`src/rtl/cbfp_pkg.sv`:
```
// ----------------------------------------------------------------------------
// cbfp_pkg
// Shared types for the CBFP scale-index path of the FFT stage.
//   CBFP_IDX_W   : width of one scale index (I or Q exponent)
//   cbfp_idx_t   : one scale index
//   piso_state_t : states of the index parallel-in/serial-out unloader
// ----------------------------------------------------------------------------
package cbfp_pkg;

    localparam int CBFP_IDX_W = 5;

    typedef logic [CBFP_IDX_W-1:0] cbfp_idx_t;

    typedef enum logic {
        IDLE,
        SHIFT
    } piso_state_t;

endpackage

```
`src/rtl/cbfp_min_tree.sv`:
```
// ----------------------------------------------------------------------------
// cbfp_min_tree
// Purely combinational unsigned minimum over N scale indices, built as a
// balanced pairwise compare tree (log2(N) compare levels).
//   vals    : in  W x [N]  indices to reduce
//   min_val : out W        smallest value in vals
// ----------------------------------------------------------------------------
module cbfp_min_tree
    import cbfp_pkg::*;
#(
    parameter int N = 8,
    parameter int W = CBFP_IDX_W
) (
    input  logic [W-1:0] vals [N],
    output logic [W-1:0] min_val
);

    localparam int LEVELS = (N > 1) ? $clog2(N) : 0;
    localparam int P      = 1 << LEVELS;

    always_comb begin : min_reduce
        logic [W-1:0] node [P];
        // Leaves beyond N are padded with all-ones so they never win a compare.
        for (int k = 0; k < P; k++) begin
            node[k] = '1;
        end
        for (int k = 0; k < N; k++) begin
            node[k] = vals[k];
        end
        // Each level halves the live width; results are packed to the low end,
        // which is safe because slot k is only written after 2k and 2k+1 are read.
        for (int l = 0; l < LEVELS; l++) begin
            for (int k = 0; k < (P >> (l + 1)); k++) begin
                node[k] = (node[2*k+1] < node[2*k]) ? node[2*k+1] : node[2*k];
            end
        end
        min_val = node[0];
    end

endmodule

```
`src/rtl/cbfp_idx_piso.sv`:
```
// ----------------------------------------------------------------------------
// cbfp_idx_piso
// Parallel-in / serial-out unloader for CBFP scale-index pairs. A whole block
// of REG_DEPTH (I,Q) pairs is taken in one cycle and replayed one pair per
// beat, oldest (element REG_DEPTH-1) first, over a valid/ready handshake.
// A new block may be accepted on the last-beat accept for zero-bubble
// back-to-back operation.
//
// Ports:
//   clk, rstn   : clock (rising edge), asynchronous active-low reset
//   load_valid  : in  parallel block present
//   load_ready  : out block accepted when load_valid && load_ready
//   load_i/q    : in  DATA_WIDTH x [0:REG_DEPTH-1], element REG_DEPTH-1 oldest
//   out_valid   : out serial beat valid
//   out_ready   : in  downstream accepts beat
//   out_i/q     : out current index pair
//   out_idx     : out beat number within block
//   out_last    : out high on beat REG_DEPTH-1
//   busy        : out unloader in SHIFT
//   blk_min     : out (only with CBFP_BLK_MIN_EN) unsigned minimum of the
//                 2*REG_DEPTH indices of the most recently loaded block
//
// Optional feature macro: CBFP_BLK_MIN_EN
// ----------------------------------------------------------------------------
module cbfp_idx_piso
    import cbfp_pkg::*;
#(
    parameter int DATA_WIDTH = CBFP_IDX_W,
    parameter int REG_DEPTH  = 4
) (
    input  logic                     clk,
    input  logic                     rstn,
    input  logic                     load_valid,
    output logic                     load_ready,
    input  logic [DATA_WIDTH-1:0]    load_i [0:REG_DEPTH-1],
    input  logic [DATA_WIDTH-1:0]    load_q [0:REG_DEPTH-1],
    output logic                     out_valid,
    input  logic                     out_ready,
    output logic [DATA_WIDTH-1:0]    out_i,
    output logic [DATA_WIDTH-1:0]    out_q,
    output logic [$clog2(REG_DEPTH)-1:0] out_idx,
    output logic                     out_last,
    output logic                     busy
`ifdef CBFP_BLK_MIN_EN
    ,
    output logic [DATA_WIDTH-1:0]    blk_min
`endif
);

    localparam int               CNT_W    = $clog2(REG_DEPTH);
    localparam logic [CNT_W-1:0] LAST_CNT = CNT_W'(REG_DEPTH - 1);

    piso_state_t             state_q, state_d;
    logic [CNT_W-1:0]        cnt_q, cnt_d;
    logic [DATA_WIDTH-1:0]   sreg_i_q [0:REG_DEPTH-1];
    logic [DATA_WIDTH-1:0]   sreg_i_d [0:REG_DEPTH-1];
    logic [DATA_WIDTH-1:0]   sreg_q_q [0:REG_DEPTH-1];
    logic [DATA_WIDTH-1:0]   sreg_q_d [0:REG_DEPTH-1];
    logic                    last_beat;

    assign last_beat = (cnt_q == LAST_CNT);

    // Outputs come straight from the registers, so nothing on load_* can
    // reach out_*. Registers are zero in IDLE, which gives zero out_i/out_q.
    assign out_valid = (state_q == SHIFT);
    assign busy      = (state_q == SHIFT);
    assign out_i     = sreg_i_q[REG_DEPTH-1];
    assign out_q     = sreg_q_q[REG_DEPTH-1];
    assign out_idx   = cnt_q;
    assign out_last  = (state_q == SHIFT) && last_beat;

    // Next-state logic. load_ready depends on out_ready only on the last beat
    // so a fresh block can follow the old one without a bubble.
    always_comb begin
        state_d    = state_q;
        cnt_d      = cnt_q;
        sreg_i_d   = sreg_i_q;
        sreg_q_d   = sreg_q_q;
        load_ready = 1'b0;

        unique case (state_q)
            IDLE: begin
                load_ready = 1'b1;
            end
            SHIFT: begin
                if (out_ready) begin
                    if (last_beat) begin
                        load_ready = 1'b1;
                        state_d    = IDLE;
                        cnt_d      = '0;
                        for (int j = 0; j < REG_DEPTH; j++) begin
                            sreg_i_d[j] = '0;
                            sreg_q_d[j] = '0;
                        end
                    end else begin
                        for (int j = REG_DEPTH - 1; j > 0; j--) begin
                            sreg_i_d[j] = sreg_i_q[j-1];
                            sreg_q_d[j] = sreg_q_q[j-1];
                        end
                        sreg_i_d[0] = '0;
                        sreg_q_d[0] = '0;
                        cnt_d       = cnt_q + CNT_W'(1);
                    end
                end
            end
            default: begin
                state_d = IDLE;
            end
        endcase

        // A load overrides the return-to-IDLE of a finishing block.
        if (load_valid && load_ready) begin
            state_d = SHIFT;
            cnt_d   = '0;
            for (int j = 0; j < REG_DEPTH; j++) begin
                sreg_i_d[j] = load_i[j];
                sreg_q_d[j] = load_q[j];
            end
        end
    end

    // State, beat counter and the two index shift registers.
    always_ff @(posedge clk or negedge rstn) begin
        if (!rstn) begin
            state_q <= IDLE;
            cnt_q   <= '0;
            for (int j = 0; j < REG_DEPTH; j++) begin
                sreg_i_q[j] <= '0;
                sreg_q_q[j] <= '0;
            end
        end else begin
            state_q  <= state_d;
            cnt_q    <= cnt_d;
            sreg_i_q <= sreg_i_d;
            sreg_q_q <= sreg_q_d;
        end
    end

`ifdef CBFP_BLK_MIN_EN
    logic [DATA_WIDTH-1:0] min_in [2*REG_DEPTH];
    logic [DATA_WIDTH-1:0] load_min;
    logic [DATA_WIDTH-1:0] blk_min_q, blk_min_d;

    // I indices occupy the low half of the tree input, Q the high half.
    always_comb begin
        for (int j = 0; j < REG_DEPTH; j++) begin
            min_in[j]             = load_i[j];
            min_in[REG_DEPTH + j] = load_q[j];
        end
    end

    cbfp_min_tree #(
        .N (2 * REG_DEPTH),
        .W (DATA_WIDTH)
    ) u_min_tree (
        .vals    (min_in),
        .min_val (load_min)
    );

    // Block minimum is captured with the block and survives the return to IDLE.
    always_comb begin
        blk_min_d = blk_min_q;
        if (load_valid && load_ready) begin
            blk_min_d = load_min;
        end
    end

    always_ff @(posedge clk or negedge rstn) begin
        if (!rstn) begin
            blk_min_q <= '0;
        end else begin
            blk_min_q <= blk_min_d;
        end
    end

    assign blk_min = blk_min_q;
`endif

endmodule

```
`config.mk`:
```
export PLATFORM = sky130hd
export DESIGN_NAME = cbfp_idx_piso
export DESIGN_NICKNAME = d
export VERILOG_FILES = /design/src/rtl/cbfp_pkg.sv /design/src/rtl/cbfp_min_tree.sv /design/src/rtl/cbfp_idx_piso.sv
export SDC_FILE = /design/constraint.sdc
export NUM_CORES = 1
export LEC_CHECK = 0
export ABC_AREA = 1
export BUFFER_PORTS_ARGS = -buffer_cell sky130_fd_sc_hd__buf_2
export CAP_MARGIN = 10
export CORE_MARGIN = 10
export CORE_UTILIZATION = 48
export DETAILED_ROUTE_END_ITERATION = 7
export GPL_ROUTABILITY_DRIVEN = 1
export PLACE_DENSITY = 0.76
export SKIP_LAST_GASP = 1
export SYNTH_ARGS = -nofsm -noshare
export SYNTH_HDL_FRONTEND = slang
export SYNTH_SLANG_ARGS = --single-unit
```
`constraint.sdc`:
```
create_clock -name clk -period 1.2 [get_ports clk]
set_input_delay 0.36 -clock clk [delete_from_list [all_inputs] [get_ports clk]]
set_output_delay 0.36 -clock clk [all_outputs]
set_load 0.05 [all_outputs]
```
==> flow_summary.toml <==
[logic_synthesis]
ys_seq_area_frac = 0.448
ys_warn_count = 0
synth.avg_cell_area_um2 = 7.16
synth.distinct_cells = 14
synthesis.area_um2 = 2400
synthCells = 335
synth.ff_latch_count = 43
syn_nets = 380

[setup_path]
r2r-start = "out_idx[1]"
worstPathMaxFanout = 3
arrival_ps = 1200
cpPeakStageDelay_ps = 430
endpoint_kind = "output port"
crit_start = "out_idx[1]"
cp_cell_sequence = "ha_4 > nand2_2 > clkinvlp_4 > buf_6"
required_ps = 840
worst_setup_path_start_kind = "flop"
crit_path_top_delay_cell = "dfrtp_2"
worst-setup-path-type = "reg2out"

[route]
drt-initial-drc-count = 164
ant_nets = 0
drc_errors = 0
firstDrtPassIters = 4
wl_um = 6500
vias_per_cell = 4.92
wl_per_cell_um = 13.6
num_vias = 2349

[finish]
diodes = 0
layout_commonest_cell = "nand2_1"
nets = 455
seqCellArea_um2 = 1080
final.fill_count = 379
multi_input_area_um2 = 1050
final_util = 0.708
syn_to_final_growth_pct = 41.2
layout_common_cells = "nand2_1, nand3_1, buf_2"
drive_above_1_share = 0.324

[grt]
grt_max_degree = 44
antenna_found_initial = 0
overflow = 0
track_usage = 0.154
grt_pass1_vias = 2363
grt_pass1_wl_um = 10800

[timing]
finalSetupViolCount = 58
fin_worst_skew_ps = 6.82
clock.fmax_ghz = 0.639
slew_headroom = 0.843
hold_ws_ps = 24.8
worst_pin_slew_ps = 236
fin_ws_ps = -365
period_needed_ps = 1560
period_share = 1.30
drv_slew = 0
rsz0062_at_grt = "true"
hold_viol = 0

[floorplanning]
die_area_um2 = 8230
ioPinCount = 60
die_y_um = 90.7
floorplan.initialDensity = 0.501
die_w_um = 90.7
coreArea_um2 = 4790
rows = 25

[run_status]
status = "finished, violations left"
violations = "setup timing"

[clocking]
cts_htree_levels = 2
clockBufferDepth = 2
cts.sinks = 43
cts_buffers = 5
insertion_delay_ps = 300
tritoncts = "built"
clk_pin_slew_worst_paths_ps = 70
clock-root-buffer = "clkbuf_8"

[min_path]
hold_path_class = "in2async"

[pwr]
power_frac_clock = 0.107
ir_drop_mv = 1.14
combPwrFrac = 0.616
powerDensity_nw_per_um2 = 2600
p_sw_uw = 3820
p_leak_uw = 0.00196
power.total_uw = 8800
p_int_uw = 4970
switching_share = 0.435
seq_power_share = 0.278

[job]
maxCapViolations = 0

[placed_design]
dp_hpwl_um = 4060
portBuffers = 59
place_congestion = 0.790
[Yosys cell counts]
master / number / area [um2]
clkbuf_4: 3 / 22.5
inv_1: 32 / 120
nand2_4: 2 / 22.5
inv_2: 3 / 11.3
nand2_1: 148 / 556
buf_6: 3 / 33.8
dfrtp_1: 43 / 1080
buf_4: 18 / 135
nand2_2: 1 / 6.26
ha_1: 1 / 12.5
clkbuf_1: 3 / 11.3
nand3_1: 71 / 355
buf_2: 6 / 30.0
a22oi_1: 1 / 7.51
[worst max-delay path, delay by kind of cell, from the launching register on]
family,cells,cell delay [ps]
DFF,1,430
buffers and inverters,2,230
adders and majority gates,1,170
and+or+nand+nor,1,80
[path summary, 6_finish.rpt]
check	cells past startpoint	end	slack [ps]
worst max register to register	10	sreg_q_q[12]	-290
worst min-delay path	2	out_idx[1]	20
min in group clk	3	sreg_i_q[17]	290
worst max-delay path	4	out_last	-360
max in group asynchronous	2	busy	960
worst min register to register	2	sreg_q_q[15]	470
[power by group through the flow]
stage / clock [uW] / combinational (uW) / sequential (uW)
floorplan: 0 / 3070 / 2520
global placement: 0 / 3910 / 2400
detailed placement: 0 / 3990 / 2420
CTS: 943 / 4920 / 2430
global route: 1000 / 5900 / 2510
finish: 938 / 5420 / 2440
[routing by layer]
metal,share of wire,vias to the layer above,global-route usage
met2,0.47,82,0.245
met5,0,-,0
li1,-,1171,-
met4,0.027,0,0.0623
met1,0.45,1082,0.196
met3,0.054,14,0.0366
[area by class of cell]
class | count | share of cell area
clock inverters | 1 | 0.00148
well taps | 67 | 0.0247
repair buffers | 101 | 0.278
flip-flops and latches | 43 | 0.319
inverters | 35 | 0.0436
multi-input cells | 224 | 0.309
clock buffers | 6 | 0.0244
[per-stage QoR]
step / setup TNS, ps / area (um2) / worst slack (ps) / std cells
2_1_floorplan: -6470 / 2460 / -208 / 335
3_3_place_gp: -1580 / 2830 / -109 / 449
3_5_place_dp: -2530 / 2830 / -125 / 449
4_1_cts: -9650 / 3220 / -356 / 469
5_1_grt: -15000 / 3390 / -402 / 477
6_report: -11580 / 3390 / -365 / 477
[flip-flops by register name, indices dropped and copies added, names as in the netlist]
register	flops
out_q	5
busy	1
out_i	5
sreg_q_q	15
sreg_i_q	15
out_idx	2
[cells by family after synthesis]
kind of cell / Yosys count / share of synthesized area
and+or+nand+nor: 222 / 0.392
DFF: 43 / 0.448
buffers and inverters: 68 / 0.152
adders and majority gates: 1 / 0.00521
AOI/OAI and AO/OA: 1 / 0.00313
[what timing repair did]
item,4_1_cts,5_1_grt
setup endpoints to repair,49,59
hold buffers,0,0
gates cloned,3,1
pin swaps,1,7
buffers inserted,10,7
resized for setup,44,21
Power figures use the tool's default switching activity.
